===== src/rtl/sender_pkg.sv =====
// -----------------------------------------------------------------------------
// sender_pkg
// Shared types and constants for the sender scheduler.
//   state_e  : scheduler FSM states (IDLE, WAIT_BUSY, WAIT_DONE)
//   DATA_W   : width of one requester byte / sender load word
//   id_width : width of a requester index for N requesters (at least 1 bit)
// -----------------------------------------------------------------------------
package sender_pkg;

   localparam int DATA_W = 8;

   typedef enum logic [1:0] {
      IDLE      = 2'd0,
      WAIT_BUSY = 2'd1,
      WAIT_DONE = 2'd2
   } state_e;

   function automatic int id_width(input int n);
      return (n > 1) ? $clog2(n) : 1;
   endfunction

endpackage


===== src/rtl/sender_scheduler_rr_arbiter.sv =====
// -----------------------------------------------------------------------------
// rr_arbiter
// Combinational round-robin pick: the first asserted request at or after ptr,
// wrapping modulo N.
//   req [N-1:0]  : request vector
//   ptr [IW-1:0] : index where the search starts (always < N)
//   gnt [N-1:0]  : one-hot grant, all zero when no request is asserted
//   idx [IW-1:0] : encoded grant index, 0 when no request is asserted
// -----------------------------------------------------------------------------
module rr_arbiter #(
   parameter int N  = 4,
   parameter int IW = 2
) (
   input  logic [N-1:0]  req,
   input  logic [IW-1:0] ptr,
   output logic [N-1:0]  gnt,
   output logic [IW-1:0] idx
);

   int          pos;
   logic [IW-1:0] pidx;
   logic        found;

   always_comb begin
      // NOTE: every variable written here gets a default first, so no path
      // leaves one unassigned and no latch is inferred.
      gnt   = '0;
      idx   = '0;
      found = 1'b0;
      pos   = 0;
      pidx  = '0;
      for (int k = 0; k < N; k++) begin
         pos = int'(ptr) + k;
         if (pos >= N) pos = pos - N;
         pidx = IW'(pos);
         if (!found && req[pidx]) begin
            found     = 1'b1;
            gnt[pidx] = 1'b1;
            idx       = pidx;
         end
      end
   end

endmodule


===== src/rtl/sender_scheduler.sv =====
// -----------------------------------------------------------------------------
// sender_scheduler
// Shares one serial sender among N byte requesters. A byte is accepted over a
// valid/ready handshake, loaded into tx_data with a one-cycle tx_en strobe, and
// the sender's idle/busy status is tracked back to idle before the next grant.
// If the sender never reports busy, tx_en is re-issued every ACK_TIMEOUT cycles.
//   clk, rst_n     : clock, asynchronous active-low reset
//   req_valid [N]  : requester i holds a byte
//   req_data [8N]  : byte of requester i in bits [8i+7:8i]
//   req_ready [N]  : one-hot accept strobe (combinational)
//   tx_data [8]    : byte to the sender (registered, held until next accept)
//   tx_en          : one-cycle load strobe to the sender (registered)
//   tx_status      : sender status, 1 = idle, 0 = transmitting (async)
//   grant_id       : index of the requester being served
//   busy           : a byte is in flight
//   timeout_err    : one-cycle pulse on each ACK_TIMEOUT expiry
// -----------------------------------------------------------------------------
module sender_scheduler
   import sender_pkg::*;
#(
   parameter  int N           = 4,
   parameter  int ACK_TIMEOUT = 64,
   localparam int IW          = id_width(N)
) (
   input  logic                clk,
   input  logic                rst_n,
   input  logic [N-1:0]        req_valid,
   input  logic [DATA_W*N-1:0] req_data,
   output logic [N-1:0]        req_ready,
   output logic [DATA_W-1:0]   tx_data,
   output logic                tx_en,
   input  logic                tx_status,
   output logic [IW-1:0]       grant_id,
   output logic                busy,
   output logic                timeout_err
);

   localparam int CW = $clog2(ACK_TIMEOUT + 1);

   state_e              state_q;
   logic [1:0]          sync_q;
   logic                st_s;
   logic [IW-1:0]       rr_q;
   logic [IW-1:0]       grant_q;
   logic [CW-1:0]       cnt_q;
   logic [DATA_W-1:0]   tx_data_q;
   logic                tx_en_q;
   logic                terr_q;

   logic [N-1:0]        arb_gnt;
   logic [IW-1:0]       arb_idx;
   logic [DATA_W-1:0]   sel_data;
   logic                can_grant;
   logic                accept;

   // tx_status is produced in the sender's send_clk domain; resetting the
   // synchronizer to 0 keeps the scheduler quiet until the sender reads idle.
   always_ff @(posedge clk or negedge rst_n) begin
      if (!rst_n) sync_q <= 2'b00;
      else        sync_q <= {sync_q[0], tx_status};
   end
   assign st_s = sync_q[1];

   rr_arbiter #(
      .N  (N),
      .IW (IW)
   ) u_arb (
      .req (req_valid),
      .ptr (rr_q),
      .gnt (arb_gnt),
      .idx (arb_idx)
   );

   // AND-OR byte select from the one-hot grant.
   always_comb begin
      sel_data = '0;
      for (int i = 0; i < N; i++) begin
         if (arb_gnt[i]) sel_data = req_data[i*DATA_W +: DATA_W];
      end
   end

   assign can_grant = (state_q == IDLE) && st_s;
   assign req_ready = can_grant ? arb_gnt : '0;
   assign accept    = can_grant && (|arb_gnt);

   // NOTE: sequential state uses non-blocking assignments so every register
   // samples the pre-edge values of the others.
   always_ff @(posedge clk or negedge rst_n) begin
      if (!rst_n) begin
         state_q   <= IDLE;
         rr_q      <= '0;
         grant_q   <= '0;
         cnt_q     <= '0;
         tx_data_q <= '0;
         tx_en_q   <= 1'b0;
         terr_q    <= 1'b0;
      end else begin
         // Both strobes are single-cycle unless re-armed below.
         tx_en_q <= 1'b0;
         terr_q  <= 1'b0;
         unique case (state_q)
            IDLE: begin
               if (accept) begin
                  tx_data_q <= sel_data;
                  grant_q   <= arb_idx;
                  tx_en_q   <= 1'b1;
                  cnt_q     <= '0;
                  state_q   <= WAIT_BUSY;
               end
            end
            WAIT_BUSY: begin
               if (!st_s) begin
                  state_q <= WAIT_DONE;
               end else if (cnt_q == CW'(ACK_TIMEOUT - 1)) begin
                  // Sender never went busy: reload the same byte and retry.
                  terr_q  <= 1'b1;
                  tx_en_q <= 1'b1;
                  cnt_q   <= '0;
               end else begin
                  cnt_q <= cnt_q + 1'b1;
               end
            end
            WAIT_DONE: begin
               if (st_s) begin
                  rr_q    <= (grant_q == IW'(N - 1)) ? '0 : grant_q + 1'b1;
                  state_q <= IDLE;
               end
            end
            default: state_q <= IDLE;
         endcase
      end
   end

   assign tx_data     = tx_data_q;
   assign tx_en       = tx_en_q;
   assign grant_id    = grant_q;
   assign busy        = (state_q != IDLE);
   assign timeout_err = terr_q;

endmodule


===== config.mk =====
export PLATFORM = sky130hd
export DESIGN_NAME = sender_scheduler
export DESIGN_NICKNAME = d
export VERILOG_FILES = /design/src/rtl/sender_pkg.sv /design/src/rtl/sender_scheduler_rr_arbiter.sv /design/src/rtl/sender_scheduler.sv
export SDC_FILE = /design/constraint.sdc
export NUM_CORES = 1
export LEC_CHECK = 0
export ABC_CLOCK_PERIOD_IN_PS = 4800
export BUFFER_PORTS_ARGS = -buffer_cell sky130_fd_sc_hd__buf_2
export CAP_MARGIN = 5
export CELL_PAD_IN_SITES_DETAIL_PLACEMENT = 1
export CELL_PAD_IN_SITES_GLOBAL_PLACEMENT = 1
export CORE_UTILIZATION = 40
export DETAILED_ROUTE_END_ITERATION = 8
export GPL_TIMING_DRIVEN = 0
export PLACE_DENSITY_LB_ADDON = 0.05
export SYNTH_ARGS = -nofsm -noshare
export SYNTH_HDL_FRONTEND = slang
export SYNTH_HIERARCHICAL = 1
export SYNTH_SLANG_ARGS = --single-unit

===== constraint.sdc =====
create_clock -name clk -period 4.8 [get_ports clk]
set_input_delay 0.24 -clock clk [delete_from_list [all_inputs] [get_ports clk]]
set_output_delay 0.24 -clock clk [all_outputs]
set_load 0.005 [all_outputs]

==> results.txt, run 1 <==
----------------------------------------------------
[Run status]
  Run status ... complete, no violations

[Die]
  I/O pins ... 56
  Initial cell density of the core ... 43.1%
  Rows ... 23
  Core Area ... about 0.0041 mm²
  Die Y ... slightly below 70 µm
  Die X ... just under 70 µm
  Die area ... approximately 0.0047 mm²

[Critical path]
  Cell family with most CP delay ... buffers and inverters
  Kind of end point of the critical path ... primary output
  Startpoint of the most critical setup path ... rr_q[1]
  R2r endpoint ... grant_id[1]
  Setup Crit Path Kind ... flip-flop to primary output
  Kind of start point of the critical path ... flip-flop
  Cells along the critical path ... inv_1 > ha_1 > mux4_2 > nor2b_4 > a221oi_1 > o2bb2ai_1 > clkbuf_1 > buf_1 > and2_1 > buf_2
  Reg2Reg Depth ... 9
  Worst Path Arrival ... approximately 3400 ps
  Required time of the critical path ... around 4600 ps
  Reg2Reg Setup Slack ... around 1300 ps
  Slowest cell on the critical path ... dfrtp_1
  Max FO, Critical Path ... 10
  Slowest stage delay, CP ... 580 ps
  WP buf/inv ... 4
  Worst reg2reg path startpoint ... rr_q[1]

[Placed design]
  Detailed placement HPWL ... roughly 3500 µm
  Port-buffer cells ... 55
  Post-Place Worst Slack ... around 1300 ps
  Placed insts ... ~300
  Placer Congestion ... a little under 0.8

[Synthesis]
  Largest family of logic cells by synthesized area ... compound AO/OA/AOI/OAI gates
  Synth Area in XOR/XNOR ... roughly 1.5%
  Synthesized flop and latch total ... 25
  Combined area of all synthesized cells ... roughly 0.0018 mm²
  Synthesized net count ... 244
  Synthesized netlist cell count ... 198
  Post-synthesis cell type count ... 47
  Syn_area_per_cell ... roughly 9.0 µm²
  Fraction of registers with async set/reset ... 100%
  Proportion of synthesized chip area in sequential cells ... about a third
  Multiplexer fraction of the synthesized cell area ... ~8.1%
  EDFF count, synth ... 0
  Number of synthesis warnings ... 6
  Synth Area in Adders ... about 4.9%
  Top_reg_cell synth ... dfrtp_1
  Basic-gate share of the synthesized area counting and, or, nand and nor cells ... approximately a fifth
  Compound-cell area share of the yosys netlist ... between 20% and 30%

[Timing]
  Slew Viols, Final ... 0
  Max-slew headroom ... 47.4%
  Worst slack on hold paths ... between 70 and 80 ps
  Max Clock Skew ... 2.48 ps
  Setup repair after global routing missed its margin ... false
  Slew at the pin with the worst max-slew slack ... ~790 ps
  Sum of negative setup slack ... 0 ps
  Number of hold violations in the final report ... 0
  Part of the cycle the worst path needs ... between 70% and 80%
  Maximum operating frequency ... between 200 and 300 MHz
  Period minus WS final ... roughly 3700 ps
  Final Worst Setup Slack ... between 1000 and 1500 ps
  Setup violations, final ... 0

[Power and ir drop]
  Leakage ... between 0.001 and 0.0015 µW
  Peak supply drop ... roughly 0.36 mV
  Areal power density over the cells ... roughly 660 mW/mm²

[Finish]
  Area added between synthesis and finish ... 22.0%
  Commonest non-fill, non-tap cell in the layout ... buf_2
  Filler-free cell count of the finished design ... around 300
  Commonest cells after routing, fill and taps aside ... buf_2, nand2_1, dfrtp_1
  Number of antenna diodes ... 0
  Nets@finish ... a little over 300
  Share of post-route cells with drive strength above 1 ... about a third
  Layout Utilization ... between 50% and 60%

[Global routing]
  Maximum number of pins on one net before global-route repair ... 26
  Grt ovf ... 0
  Overall Global Routing Usage ... between 10% and 20%
  Global-route wire length before repair ... a little under 7000 µm
  Number of global-route vias before repair ... 1421
  Antenna violations before repair ... 0

[Drt]
  First-pass DRT Iterations ... 4
  DRC violation total after the first TritonRoute iteration ... 54
  Routed WL ... approximately 4400 µm
  Via density per instance ... around 5.2
  Final routed DRC violation total ... 0
  Number of nets with antenna violations after routing ... 0
  Average wire per cell in the routed design ... around 14 µm
  Via count ... 1614

[Clock tree]
  Post-CTS Setup Repair Bufs ... 0
  Sinks on Clock Net ... 25
  Worst-Skew Late Latency ... 260 ps
  Clock buffer count from CTS ... 3
  Clk buf depth ... 2
  CTS Root Buffer Type ... clkbuf_8
  Clk slew on worst S/H paths ... about 80 ps
  CTS hold repair buffers ... 1
  H-tree depth reported by CTS ... 1
  Post-CTS sizing ... 0
  CTS tree ... built

[Min path]
  Number of cells on the worst hold path ... 1
  Worst Hold Endpoint ... sync_q[0]
  Kind of path behind the tightest hold check ... input port to flip-flop
  HP Start ... tx_status

[Run]
  Max-cap violations ... 0

----------------------------------------------------
where the power goes:
group          switching [µW]  total (µW)  internal [µW]
registers                68.3         353            285
logic                     549         974            425
clock network            60.7         120           59.2
total                     678        1450            769
cells in the mapped netlist (all sizes together), types with 5 or more instances:
master   count  area, µm²
a22oi        8       60.1
ha           7       87.6
nand3        5       25.0
o2bb2ai      5       43.8
o21ai       20        111
nor2         7       26.3
buf          9       67.6
inv         13       48.8
a221oi       5       50.0
dfrtp       25        626
nor2b        6       45.0
nand2       30        115
a21oi       19       98.9
cells by family (layout without fill, tap and decap cells):
family | after synthesis | in the layout
AO/OA/AOI/OAI | 65 | 65
flip-flops | 25 | 25
adder cells (fa/ha/maj) | 7 | 7
buffers and inverters | 24 | 84
XOR/XNOR | 3 | 3
multiplexers | 9 | 9
AND/OR/NAND/NOR | 65 | 65
cell type report:
cell class	instances	area, µm²
Sequential cell	25	626
Buffer	11	75.1
Multi-Input combinational cell	149	1030
Timing Repair Buffer	56	285
Tap cell	50	62.6
Clock buffer	4	45.0
Inverter	13	48.8
Fill cell	530	1970
metrics by stage:
stage | area (µm²) | total power, µW
finish | 2180 | 1450
global route | 2180 | 1600
CTS | 2180 | 1470
detailed placement | 2120 | 1340
global placement | 2120 | 1330
floorplan | 1780 | 1070
state kept, by name, summed over array words and instances (netlist names):
name and cells:
state_q 2, rr_q 2, cnt_q 7, timeout_err 1, tx_data 8, tx_en 1
grant_id 2, sync_q 2
how the worst max path moves through the flow:
stage / endpoint / slack, ps / depth (start not counted)
6_report: req_ready[2] / 1140 / 10
5_1_grt: req_ready[2] / 890 / 10
4_1_cts: req_ready[2] / 1140 / 10
3_5_place_dp: grant_id[1] / 1310 / 9
3_3_place_gp: grant_id[1] / 1320 / 9
2_1_floorplan: grant_id[0] / 1650 / 10
per-layer routing:
layer / wire length [µm] / track usage [%] / vias to the layer above / part of all wire, %
met4: 30 / 5.36 / 0 / 0.69
met1: 2200 / 28.5 / 758 / 50
met5: 0 / 0 / - / 0
li1: - / - / 828 / -
met3: 79 / 0.987 / 2 / 1.8
met2: 2050 / 29.7 / 26 / 47
Note: power is estimated with default switching activity, not from simulation.
==> run 2: changes to the inputs <==
--- a/config.mk
+++ b/config.mk
@@ -5,12 +5,12 @@
 export SDC_FILE = /design/constraint.sdc
 export NUM_CORES = 1
 export LEC_CHECK = 0
-export ABC_CLOCK_PERIOD_IN_PS = 4800
+export ABC_CLOCK_PERIOD_IN_PS = 3700
 export BUFFER_PORTS_ARGS = -buffer_cell sky130_fd_sc_hd__buf_2
 export CAP_MARGIN = 5
 export CELL_PAD_IN_SITES_DETAIL_PLACEMENT = 1
 export CELL_PAD_IN_SITES_GLOBAL_PLACEMENT = 1
-export CORE_UTILIZATION = 40
+export CORE_UTILIZATION = 38
 export DETAILED_ROUTE_END_ITERATION = 8
 export GPL_TIMING_DRIVEN = 0
 export PLACE_DENSITY_LB_ADDON = 0.05
==> constraint.sdc (replaced) <==
create_clock -name clk -period 3.7 [get_ports clk]
set_input_delay 0.185 -clock clk [delete_from_list [all_inputs] [get_ports clk]]
set_output_delay 0.185 -clock clk [all_outputs]
set_load 0.005 [all_outputs]
==> run 2 against run 1 <==
The run now ends with DRC left. Critical endpoint is now grant_id[1]. Sequential share of layout area fell by 0.14 points. Critical path depth did not move. Highest routed layer unchanged. Largest power group unchanged. Non-clock buffer count rose by 1. First-iteration DRC count rose by 44%. Hold slack improved by 170 ps. Largest cell class unchanged. Die area rose by 5.1%. Combinational power rose by 32%. Clock power rose by 32%.
==> results.txt, run 2 (same netlist as run 1, synthesis figures left out) <==
----------------------------------------------------
[Die]
  Rows ... 24
  Die area ... between 0.004 and 0.005 mm²
  Die Y ... 70.5 µm
  Core Area ... about 0.0044 mm²
  Die X ... 70.5 µm
  Initial cell density of the core ... between 40% and 50%
  I/O pins ... 56

[Critical path]
  Reg2Reg Depth ... 10
  WP buf/inv ... 3
  Worst setup path end ... grant_id[1]
  Total number of cells along the worst setup path ... 10
  Startpoint of the most critical setup path ... rr_q[0]
  Max FO, Critical Path ... 9
  Worst Path Arrival ... ~3700 ps
  Cell family with most CP delay ... multiplexers
  Slowest cell on the critical path ... or4_4
  Kind of end point of the critical path ... flip-flop
  Setup Crit Path Kind ... flip-flop to flip-flop
  Kind of start point of the critical path ... flip-flop
  Required time of the critical path ... roughly 3900 ps
  R2r endpoint ... grant_id[1]
  Worst reg2reg path startpoint ... rr_q[0]
  Cells along the critical path ... buf_6 > inv_1 > ha_1 > mux4_2 > a221oi_1 > o2bb2ai_1 > clkbuf_1 > or4_4 > nand2_2 > mux2_2
  Reg2Reg Setup Slack ... 200 ps
  Slowest stage delay, CP ... just over 500 ps

[Clock tree]
  Clk slew on worst S/H paths ... ~80 ps
  Clk buf depth ... 2
  Worst-Skew Late Latency ... between 200 and 300 ps
  Post-CTS Setup Repair Bufs ... 0
  Sinks on Clock Net ... 25
  CTS Root Buffer Type ... clkbuf_8
  Clock buffer count from CTS ... 3
  H-tree depth reported by CTS ... 1
  CTS tree ... built

[Power and ir drop]
  Leakage ... between 0.001 and 0.0015 µW
  Areal power density over the cells ... approximately 870 mW/mm²
  Peak supply drop ... 0.407 mV

[Placed design]
  Placer Congestion ... 0.757
  Port-buffer cells ... 55
  Placed Instance Area ... about 0.0021 mm²
  Detailed placement HPWL ... 3660 µm

[Finish]
  Number of antenna diodes ... 0
  Layout Utilization ... about half
  Commonest non-fill, non-tap cell in the layout ... buf_2
  Largest register FFs ... 8
  Commonest cells after routing, fill and taps aside ... buf_2, nand2_1, dfrtp_1
  Area added between synthesis and finish ... 22.9%
  Share of post-route cells with drive strength above 1 ... between 30% and 40%
  Final standard cell area without fillers ... roughly 0.0022 mm²
  Nets@finish ... ~300

[Global routing]
  Number of global-route vias before repair ... 1707
  Maximum number of pins on one net before global-route repair ... 26
  Antenna violations before repair ... 0
  Global-route wire length before repair ... 7830 µm
  Overall Global Routing Usage ... between 15 and 20%
  Grt ovf ... 0

[Timing]
  Part of the cycle the worst path needs ... a little over nine tenths
  Setup repair after global routing missed its margin ... false
  Slew Viols, Final ... 0
  Number of hold violations in the final report ... 0
  Setup violations, final ... 0
  Slew at the pin with the worst max-slew slack ... between 800 and 900 ps
  Maximum operating frequency ... approximately 290 MHz
  Max Clock Skew ... 1.14 ps
  Sum of negative setup slack ... 0 ps
  Max-slew headroom ... around 44%
  Period minus WS final ... 3500 ps

[Drt]
  First-pass DRT Iterations ... 6
  Via count ... ~1700
  Number of nets with antenna violations after routing ... 0
  Via density per instance ... roughly 5.4
  DRC violation total after the first TritonRoute iteration ... 78
  Final routed DRC violation total ... 12
  Routed WL ... around 4700 µm
  Average wire per cell in the routed design ... 15.0 µm

[Run status]
  Violated checks ... DRC
  Run status ... finished, violations left

[Run]
  Max-cap violations ... 0

[Min path]
  Kind of path behind the tightest hold check ... input port to flip-flop

----------------------------------------------------
## run 2: cell types whose count changed in the layout (fill, tap and decap cells not counted)
cell / change
buf_1: -1
dfrtp_1: -1
dfrtp_2: +1
buf_2: +1
dlygate4sd3_1: +1
## run 2: final cells by class
type / instances / area (µm²)
Buffer: 11 / 76.3
Fill cell: 566 / 2250
Multi-Input combinational cell: 149 / 1030
Inverter: 13 / 48.8
Sequential cell: 25 / 627
Clock buffer: 4 / 45.0
Timing Repair Buffer: 57 / 295
Tap cell: 52 / 65.1
## run 2: how the worst min path moves through the flow
stage,startpoint,slack [ps],cells past startpoint,end
6_report,req_data[27],250,3,tx_data[3]
3_3_place_gp,rst_n,210,1,tx_en
3_5_place_dp,rst_n,210,1,cnt_q[3]
5_1_grt,req_data[27],260,3,tx_data[3]
4_1_cts,tx_status,10,1,sync_q[0]
2_1_floorplan,rst_n,-110,0,cnt_q[0]
## run 2: timing repair
action / 4_1_cts / 5_1_grt
setup endpoints to repair: 1 / 12
pin swaps: 0 / 0
hold endpoints to repair: 25 / 1
resized for setup: 1 / 1
hold buffers: 1 / 1
## run 2: stage by stage
step	std cells	hold slack, ps	total power (µW)	worst slack, ps
2_1_floorplan	198	-111	1390	554
4_1_cts	310	10.3	1930	111
5_1_grt	311	262	2100	8.70
6_report	311	249	1910	203
3_3_place_gp	305	213	1730	152
3_5_place_dp	305	212	1760	144
## run 2: layer usage
| layer | track usage (%) | share of wire [%] | vias to the layer above |
|---|---|---|---|
| met2 | 36.2 | 48 | 46 |
| met4 | 2.04 | 0.45 | 0 |
| li1 | - | - | 827 |
| met3 | 4.04 | 4.8 | 4 |
| met5 | 0 | 0 | - |
| met1 | 24.3 | 47 | 806 |
## run 2: report_power, final
| part | switching (µW) | internal, µW | leakage [µW] | total [µW] |
|---|---|---|---|---|
| clock network | 81.7 | 77.0 | 0.0000228 | 159 |
| registers | 86.3 | 371 | 0.000320 | 457 |
| logic | 737 | 555 | 0.000721 | 1290 |
## run 2: worst min-delay path: stages
cell and delay, ps:
buf_2 80, a22oi_1 70, o21ai_0 140
